**config.mk**
```make
export PLATFORM = sky130hd
export DESIGN_NAME = regfile_wb_arbiter
export DESIGN_NICKNAME = d
export VERILOG_FILES = /design/src/rtl/cpu_rf_pkg.sv /design/src/rtl/rr_arbiter.sv /design/src/rtl/regfile_wb_arbiter.sv
export SDC_FILE = /design/constraint.sdc
export NUM_CORES = 1
export LEC_CHECK = 0
export ABC_AREA = 1
export CAP_MARGIN = 5
export CORE_MARGIN = 3
export CORE_UTILIZATION = 38
export CTS_CLUSTER_DIAMETER = 60
export DETAILED_ROUTE_END_ITERATION = 16
export PLACE_DENSITY = 0.77
export SLEW_MARGIN = 20
export SYNTH_ARGS = -nofsm -noshare
export SYNTH_HDL_FRONTEND = slang
export SYNTH_SLANG_ARGS = --single-unit
```
**constraint.sdc**
```tcl
create_clock -name clk -period 1.31 [get_ports clk]
set_input_delay 0.262 -clock clk [delete_from_list [all_inputs] [get_ports clk]]
set_output_delay 0.262 -clock clk [all_outputs]
set_load 0.05 [all_outputs]
```
**src/rtl/cpu_rf_pkg.sv**
```systemverilog
// Shared register-file constants and types for the CPU write-back path.
package cpu_rf_pkg;

    localparam int RF_ADDR_W   = 2;
    localparam int RF_DATA_W   = 16;
    localparam int RF_NUM_REGS = 4;

    typedef logic [RF_ADDR_W-1:0] rf_addr_t;
    typedef logic [RF_DATA_W-1:0] rf_data_t;

endpackage : cpu_rf_pkg

```
**src/rtl/rr_arbiter.sv**
```systemverilog
// Generic NUM_REQ-wide arbiter producing a one-hot grant.
// Default build: round-robin starting from a pointer that moves past each winner.
// With REGFILE_WB_FIXED_PRIO_EN defined: fixed priority, lowest index wins, no pointer.
// Grants are only ever given to asserted requests, so a grant is a transfer.
module rr_arbiter #(
    parameter int NUM_REQ = 2
) (
    input  logic               clk,
    input  logic               rst,
    input  logic [NUM_REQ-1:0] req_i,
    output logic [NUM_REQ-1:0] gnt_o
);

`ifdef REGFILE_WB_FIXED_PRIO_EN

    // Fixed priority needs no state; the clock is intentionally unused.
    logic unused_clk;
    assign unused_clk = clk;

    // Lowest asserted index wins; nothing is granted while in reset.
    always_comb begin
        logic found;
        gnt_o = '0;
        found = 1'b0;
        for (int i = 0; i < NUM_REQ; i++) begin
            if (!found && req_i[i]) begin
                gnt_o[i] = 1'b1;
                found    = 1'b1;
            end
        end
        if (rst) begin
            gnt_o = '0;
        end
    end

`else

    localparam int PTR_W = (NUM_REQ > 1) ? $clog2(NUM_REQ) : 1;

    logic [PTR_W-1:0] ptr_q;
    logic [PTR_W-1:0] ptr_d;

    // Search upward from the pointer with wrap; the winner's successor becomes the next pointer.
    always_comb begin
        logic             found;
        logic [PTR_W-1:0] idx;
        // NOTE: every output of a combinational block gets a default first, otherwise paths that skip an assignment infer a latch.
        gnt_o = '0;
        ptr_d = ptr_q;
        found = 1'b0;
        idx   = '0;
        for (int k = 0; k < NUM_REQ; k++) begin
            idx = PTR_W'((int'(ptr_q) + k) % NUM_REQ);
            if (!found && req_i[idx]) begin
                gnt_o[idx] = 1'b1;
                ptr_d      = PTR_W'((int'(idx) + 1) % NUM_REQ);
                found      = 1'b1;
            end
        end
        if (rst) begin
            gnt_o = '0;
        end
    end

    // Pointer register: returns to 0 on reset, otherwise follows the last winner.
    always_ff @(posedge clk) begin
        // NOTE: state registers use non-blocking assignments so all flops sample pre-edge values together.
        if (rst) begin
            ptr_q <= '0;
        end else begin
            ptr_q <= ptr_d;
        end
    end

`endif

endmodule : rr_arbiter

```
**src/rtl/regfile_wb_arbiter.sv**
```systemverilog
// Write-back arbiter and scoreboard for the 4x16 register file.
// Shares the single write port among NUM_REQ producers, registers the write
// one cycle after the handshake, and tracks pending destinations to stall issue.
// Build option: REGFILE_WB_FIXED_PRIO_EN selects fixed-priority arbitration.
module regfile_wb_arbiter
    import cpu_rf_pkg::*;
#(
    parameter int NUM_REQ  = 2,
    parameter int DATA_W   = RF_DATA_W,
    parameter int ADDR_W   = RF_ADDR_W,
    parameter int NUM_REGS = RF_NUM_REGS
) (
    input  logic                      clk,
    input  logic                      rst,
    input  logic [NUM_REQ-1:0]        req_valid,
    input  logic [NUM_REQ*ADDR_W-1:0] req_addr,
    input  logic [NUM_REQ*DATA_W-1:0] req_data,
    output logic [NUM_REQ-1:0]        req_ready,
    output logic                      rf_we,
    output logic [ADDR_W-1:0]         rf_w_addr,
    output logic [DATA_W-1:0]         rf_w_data,
    input  logic                      rsv_valid,
    input  logic [ADDR_W-1:0]         rsv_addr,
    input  logic                      rd_use1,
    input  logic [ADDR_W-1:0]         rd_addr1,
    input  logic                      rd_use2,
    input  logic [ADDR_W-1:0]         rd_addr2,
    output logic                      rd_stall,
    output logic [NUM_REGS-1:0]       pending,
    output logic                      err_double_rsv
);

    logic                rf_we_q,     rf_we_d;
    logic [ADDR_W-1:0]   rf_w_addr_q, rf_w_addr_d;
    logic [DATA_W-1:0]   rf_w_data_q, rf_w_data_d;
    logic [NUM_REGS-1:0] pending_q,   pending_d;
    logic                err_q,       err_d;

    logic                xfer;
    logic [ADDR_W-1:0]   sel_addr;
    logic [DATA_W-1:0]   sel_data;
    logic                clr_hits_rsv;

    rr_arbiter #(
        .NUM_REQ (NUM_REQ)
    ) u_arb (
        .clk   (clk),
        .rst   (rst),
        .req_i (req_valid),
        .gnt_o (req_ready)
    );

    // Route the granted requester's address/data to the write-out register.
    always_comb begin
        xfer     = |(req_valid & req_ready);
        sel_addr = '0;
        sel_data = '0;
        for (int i = 0; i < NUM_REQ; i++) begin
            if (req_valid[i] && req_ready[i]) begin
                sel_addr = sel_addr | req_addr[i*ADDR_W +: ADDR_W];
                sel_data = sel_data | req_data[i*DATA_W +: DATA_W];
            end
        end
        rf_we_d     = xfer;
        rf_w_addr_d = xfer ? sel_addr : rf_w_addr_q;
        rf_w_data_d = xfer ? sel_data : rf_w_data_q;
    end

    // Scoreboard update: commit clears first, reservation sets after, so set wins on a collision.
    always_comb begin
        clr_hits_rsv = rf_we_q && (rf_w_addr_q == rsv_addr);
        pending_d    = pending_q;
        if (rf_we_q) begin
            pending_d[rf_w_addr_q] = 1'b0;
        end
        if (rsv_valid) begin
            pending_d[rsv_addr] = 1'b1;
        end
        err_d = err_q | (rsv_valid & pending_q[rsv_addr] & ~clr_hits_rsv);
    end

    // Write-out and scoreboard registers; reset drops any accepted-but-unwritten transfer.
    always_ff @(posedge clk) begin
        if (rst) begin
            rf_we_q     <= 1'b0;
            rf_w_addr_q <= '0;
            rf_w_data_q <= '0;
            pending_q   <= '0;
            err_q       <= 1'b0;
        end else begin
            rf_we_q     <= rf_we_d;
            rf_w_addr_q <= rf_w_addr_d;
            rf_w_data_q <= rf_w_data_d;
            pending_q   <= pending_d;
            err_q       <= err_d;
        end
    end

    assign rf_we          = rf_we_q;
    assign rf_w_addr      = rf_w_addr_q;
    assign rf_w_data      = rf_w_data_q;
    assign pending        = pending_q;
    assign err_double_rsv = err_q;
    assign rd_stall       = (rd_use1 & pending_q[rd_addr1]) | (rd_use2 & pending_q[rd_addr2]);

endmodule : regfile_wb_arbiter
```
==> impl_metrics.toml, run 1 <==
[synthesis]
synth_nets = 255
netlist_instances = 206
synth-seq-area-share_pct = 36.6
synth_top_area_share_pct = 36.6
ys_ff_latch = 25
dominantRegCellSynth = "dfxtp_1"
synth_commonest_cells = "nand2_1 (60), nand3_1 (37), inv_1 (27)"
synth.top_cells.by_area = "dfxtp_1 (37%), nand2_1 (16%), nand3_1 (14%)"
syn-cell-area_sq_mm = 0.00137
syn_area_per_cell_sq_um = 6.64
synthArstFlopShare_pct = 0
synth_cell_types = 19
yosys.cell_count.top_type = "nand2_1"
yosysTopAreaCell = "dfxtp_1"
ys_warn_count = 0
synth_edf_count = 0

[cells_and_area]
layout.nets = 347
syn_to_final_growth_pct = 90.7
drive_gt1_share_pct = 25.3
antennaDiodeCount = 0

[grt]
grt-ovfl-total = 0
grt.total_usage_pct = 20.2
antenna_found_initial = 0
grt_max_degree = 25
grt_pass1_vias = 1576
grt_pass1_wl_microns = 6890

[route]
ant_nets = 0
via_per_inst = 4.71
firstDrtPassIters = 4
finalWirelength_microns = 4090
via_count = 1614
drc_errors = 0
drt_iter0_markers = 97
wl_per_cell_microns = 11.9

[run_status]
status = "finished, violations left"
violations = "setup timing"

[timing]
finalCritPeriodShare_pct = 118
relSlewSlack_pct = 80.6
period_minus_slack_ns = 1.54
setup_viol = 4
setup_tns_ns = -0.378
max_freq_mhz = 649
hold_viol_final = 0
finalMaxSlewViolations = 0
rsz0062_at_grt = "yes"
setup_ws_ns = -0.230
tightest_slew_ns = 0.290
finClkSkew_ns = 0.00625

[clock_tree]
insertion_delay_ns = 0.32
root_buffer = "clkbuf_4"
htreeDepth = 1
cts_tree = "yes"
cts.sinks = 25
cts_buffers = 3
clk_path_buf_depth = 2
path_clk_slew_ns = 0.14

[worst_setup_path]
crit_path_end_kind = "output port"
worstSetupPathType = "flip-flop to output port"
startpoint_type = "flip-flop"
cp.arrival_ns = 1.28
worst-path-max-fanout = 3
worstPathRequired_ns = 1.05

[floorplan]
ios = 76
die_h_microns = 66.0
rows = 21
core_sq_mm = 0.00339
start_util_pct = 40.3
fp.dieArea_sq_mm = 0.00435
fp.dieW_microns = 66.0

[job]
cap_viol_max_count = 0

[place]
port_buffers = 75
pre_cts_slack_ns = -0.334
gp_congestion = 0.858
dpl.hpwl_microns = 3260

[pwr]
swShare_pct = 34.6
combPwrFrac_pct = 42.9
leakagePower_uw = 0.00115
p_seq_share_pct = 41.0
p_sw_uw = 742
p_int_uw = 1400
power_uw = 2150
clkPwrFrac_pct = 16.1
peakVddDrop_uv = 530
power.density_mw_per_mm2 = 823

[min_path]
hold_class = "primary input to flip-flop"
-- stage by stage --
| step | std cells | hold slack, ns | utilization, % | area, sq um |
|---|---|---|---|---|
| after floorplan | 206 | 0.404 | - | 1380 |
| after global routing | 343 | 0.508 | 76.9 | 2610 |
| after CTS | 340 | 0.464 | 75.7 | 2570 |
| final | 343 | 0.469 | 76.9 | 2610 |
| after detailed placement | 333 | 0.493 | 73.8 | 2500 |
| after global placement | 333 | 0.480 | 73.8 | 2500 |
-- cell families (layout without fill, tap and decap cells) --
family / Yosys count / count (layout) / share of synthesized area, %
simple gates: 111 / 111 / 36.5
buf+inv: 37 / 128 / 13.3
compound gates: 33 / 33 / 13.6
flops: 25 / 25 / 36.6
-- state kept, by name, summed over array words and instances (netlist names) --
signal / cells
err_double_rsv: 1
pending: 4
rf_w_addr: 2
rf_w_data: 16
rf_we: 1
u_arb.ptr_q: 1
-- metal layers --
metal | up-vias | routed length [microns] | track usage, %
met5 | - | 0 | 0
met4 | 0 | 59 | 8.88
met3 | 4 | 297 | 5.27
met2 | 50 | 2090 | 35.5
met1 | 720 | 1640 | 22.6
li1 | 840 | - | -
-- worst paths after layout --
path                  startpoint        endpoint  slack (ns)  depth (start not counted)
hold / removal      req_valid[0]     u_arb.ptr_q        0.47                          3
setup / recovery      pending[3]        rd_stall       -0.23                          6
hold reg to reg   err_double_rsv  err_double_rsv        0.51                          2
setup reg to reg     u_arb.ptr_q    rf_w_addr[0]        0.08                          8
-- placed cells by master (no fill, tap or decap), types with 2 or more instances in the layout --
master and count:
a21oi_1 16, a21oi_2 7, buf_12 27, buf_4 16, buf_6 3, clkbuf_4 3
clkdlybuf4s50_1 43, dfxtp_1 20, dfxtp_2 3, dfxtp_4 2, dlygate4sd2_1 5, inv_1 24
inv_2 2, nand2_1 58, nand2_2 4, nand2_4 3, nand3_1 37, nor2_1 8
o21ai_0 6, o21ai_1 3
-- area by class of cell --
cell class / instances / area [sq um]
fillers: 243 / 782
inverters: 29 / 125
repair buffers: 95 / 1180
flip-flops and latches: 25 / 512
well taps: 46 / 57.6
clock buffers: 4 / 26.3
multi-input cells: 144 / 703
-- critical path, cell delays in order, from the launching register on --
cell and delay (ns):
dfxtp_4 0.38, buf_4 0.13, nor2_1 0.09, o21ai_1 0.07, nand2_1 0.07, nand2_2 0.07
buf_12 0.15
-- power by group through the flow --
| stage | clock, uW | combinational [uW] | sequential [uW] |
|---|---|---|---|
| after floorplan | 0 | 251 | 1050 |
| after global placement | 0 | 884 | 896 |
| after detailed placement | 0 | 896 | 897 |
| after CTS | 358 | 910 | 881 |
| after global routing | 385 | 983 | 888 |
| final | 346 | 919 | 880 |
-- what timing repair did --
action / 4_1_cts / 5_1_grt
pin swaps: 4 / 5
setup endpoints to repair: 3 / 8
gates cloned: 0 / 0
buffers inserted: 3 / 3
resized for setup: 16 / 7
hold buffers: 0 / 0
Note: power is estimated with default switching activity, not from simulation.
==> run 2: changes to the inputs <==
--- a/config.mk
+++ b/config.mk
@@ -13,5 +13,5 @@
 export DETAILED_ROUTE_END_ITERATION = 16
 export PLACE_DENSITY = 0.77
-export SLEW_MARGIN = 20
+export SLEW_MARGIN = 5
 export SYNTH_ARGS = -nofsm -noshare
 export SYNTH_HDL_FRONTEND = slang
==> constraint.sdc (replaced) <==
create_clock -name clk -period 1.31 [get_ports clk]
set_input_delay 0.1965 -clock clk [delete_from_list [all_inputs] [get_ports clk]]
set_output_delay 0.1965 -clock clk [all_outputs]
set_load 0.05 [all_outputs]
==> run 2 against run 1 <==
Effect of this change:
- the flow still finishes with violations (setup timing)
- total power up 0.19%
- maximum frequency up 5.4%
- sequential share of layout area up 0.26 points
- combinational power down 1%
- core utilization down 1.4 points
- cell area down 1.8%
- clock skew up 0.0037 ns
- via count up 0.93%
- non-clock buffer count down 3
- first-iteration DRC count down 53%
- critical path type unchanged
- largest power group unchanged
- highest routed layer unchanged
==> impl_metrics.toml, run 2 (same netlist as run 1, synthesis figures left out) <==
[place]
placed_cells = 331
port_buffers = 75
dpl.hpwl_microns = 3220
placed_area_sq_mm = 0.00246
gp_congestion = 0.842

[worst_setup_path]
worst-path-max-fanout = 2
startpoint_type = "flip-flop"
worstPathRequired_ns = 1.11
r2r_slack_ns = 0.09
cp.arrival_ns = 1.26
worstSetupPathType = "flip-flop to output port"
rr_endpoint = "rf_w_data[6]"
reg2reg_from = "u_arb.ptr_q"
rr_worst_depth = 8
crit_path_end_kind = "output port"

[route]
drt_iter0_markers = 46
drc_errors = 0
wl_per_cell_microns = 12.3
ant_nets = 0
via_count = 1629
finalWirelength_microns = 4170
via_per_inst = 4.79
firstDrtPassIters = 4

[grt]
grt_max_degree = 25
grt_pass1_wl_microns = 7150
antenna_found_initial = 0
grt_pass1_vias = 1612
grt-ovfl-total = 0
grt.total_usage_pct = 21.3

[timing]
setup_ws_ns = -0.151
setup_viol = 1
rsz0062_at_grt = "yes"
hold_viol_final = 0
tightest_slew_ns = 0.279
relSlewSlack_pct = 81.4
finalCritPeriodShare_pct = 112
finalMaxSlewViolations = 0
finClkSkew_ns = 0.00998
max_freq_mhz = 684
period_minus_slack_ns = 1.46

[pwr]
peakVddDrop_uv = 556
leakagePower_uw = 0.00113
power.density_mw_per_mm2 = 839
power_uw = 2150

[cells_and_area]
fillers = 251
largest_register_ff_count = 16
final_common_cell = "nand2_1"
final_cell_mix = "nand2_1 (59), clkdlybuf4s50_1 (45), nand3_1 (37), inv_1 (25), buf_12 (25)"
syn_to_final_growth_pct = 87.3
seqCellArea_sq_um = 509
antennaDiodeCount = 0
utilization_pct = 75.6
finalInstanceArea_sq_mm = 0.00256
layout.cells.non_filler = 340
multiInputGateArea_sq_um = 706
layout.nets = 344
drive_gt1_share_pct = 23.5

[floorplan]
fp.dieW_microns = 66.0
rows = 21
die_h_microns = 66.0
fp.dieArea_sq_mm = 0.00435
core_sq_mm = 0.00339
start_util_pct = 40.3
ios = 76

[job]
cap_viol_max_count = 0

[clock_tree]
clk_path_buf_depth = 2
hold_buffers = 0
cts.sinks = 25
insertion_delay_ns = 0.33
root_buffer = "clkbuf_4"
path_clk_slew_ns = 0.13
htreeDepth = 1
cts_tree = "yes"
cts_buffers = 3

[min_path]
whs_path_depth = 4
hold_start = "req_valid[0]"
hold_class = "primary input to flip-flop"
worst_hold_path.endpoint = "u_arb.ptr_q"

[run_status]
violations = "setup timing"
status = "finished, violations left"
## run 2: cell count changes in the layout (fill, tap and decap cells not counted), moves of 2 or more
cell	change
buf_12	-2
dlygate4sd2_1	-2
clkdlybuf4s50_1	+2
buf_6	-2
## run 2: routing by layer
| layer | part of all wire, % | global-route usage [%] | up-vias |
|---|---|---|---|
| li1 | - | - | 836 |
| met1 | 39 | 24.0 | 727 |
| met2 | 52 | 38.2 | 55 |
| met3 | 6.9 | 5.61 | 11 |
| met4 | 2.4 | 7.36 | 0 |
| met5 | 0 | 0 | - |
## run 2: how the worst max path moves through the flow
stage	start	endpoint	slack [ns]
finish	pending[1]	rd_stall	-0.15
global route	pending[1]	rd_stall	-0.27
CTS	pending[1]	rd_stall	-0.20
detailed placement	req_valid[0]	rf_w_data[15]	-0.26
global placement	rst	rf_w_addr[0]	-0.21
floorplan	u_arb.ptr_q	req_ready[1]	0.04
## run 2: through the flow
step | setup TNS (ns) | hold slack (ns) | setup slack, ns
6_report | -0.151 | 0.455 | -0.151
5_1_grt | -0.351 | 0.473 | -0.272
4_1_cts | -0.210 | 0.443 | -0.196
3_5_place_dp | -4.53 | 0.481 | -0.256
3_3_place_gp | -3.80 | 0.479 | -0.214
2_1_floorplan | 0 | 0.338 | 0.0446
## run 2: cell type report
class | count | area share (%)
inverter | 29 | 4.84
tap | 46 | 2.25
multi-input combinational | 144 | 27.6
sequential | 25 | 19.9
clock buffer | 4 | 1.03
timing repair buffer | 92 | 44.5
## run 2: timing repair
action / 4_1_cts / 5_1_grt
pin swaps: 6 / 6
setup buffers: 4 / 1
endpoints found under the setup margin: 3 / 13
resized for setup: 18 / 2
cloned: 0 / 0
## run 2: worst max-delay path, cell delays in order (launching register included)
cell and delay (ns):
dfxtp_4 0.37, inv_2 0.04, a21oi_2 0.10, o21ai_1 0.07
o21ai_1 0.07, nand2_1 0.08, nand2_2 0.08, buf_12 0.13
## run 2: where the power goes
| part | internal (uW) | switching (uW) |
|---|---|---|
| logic | 460 | 449 |
| registers | 817 | 63.4 |
| clock network | 120 | 241 |
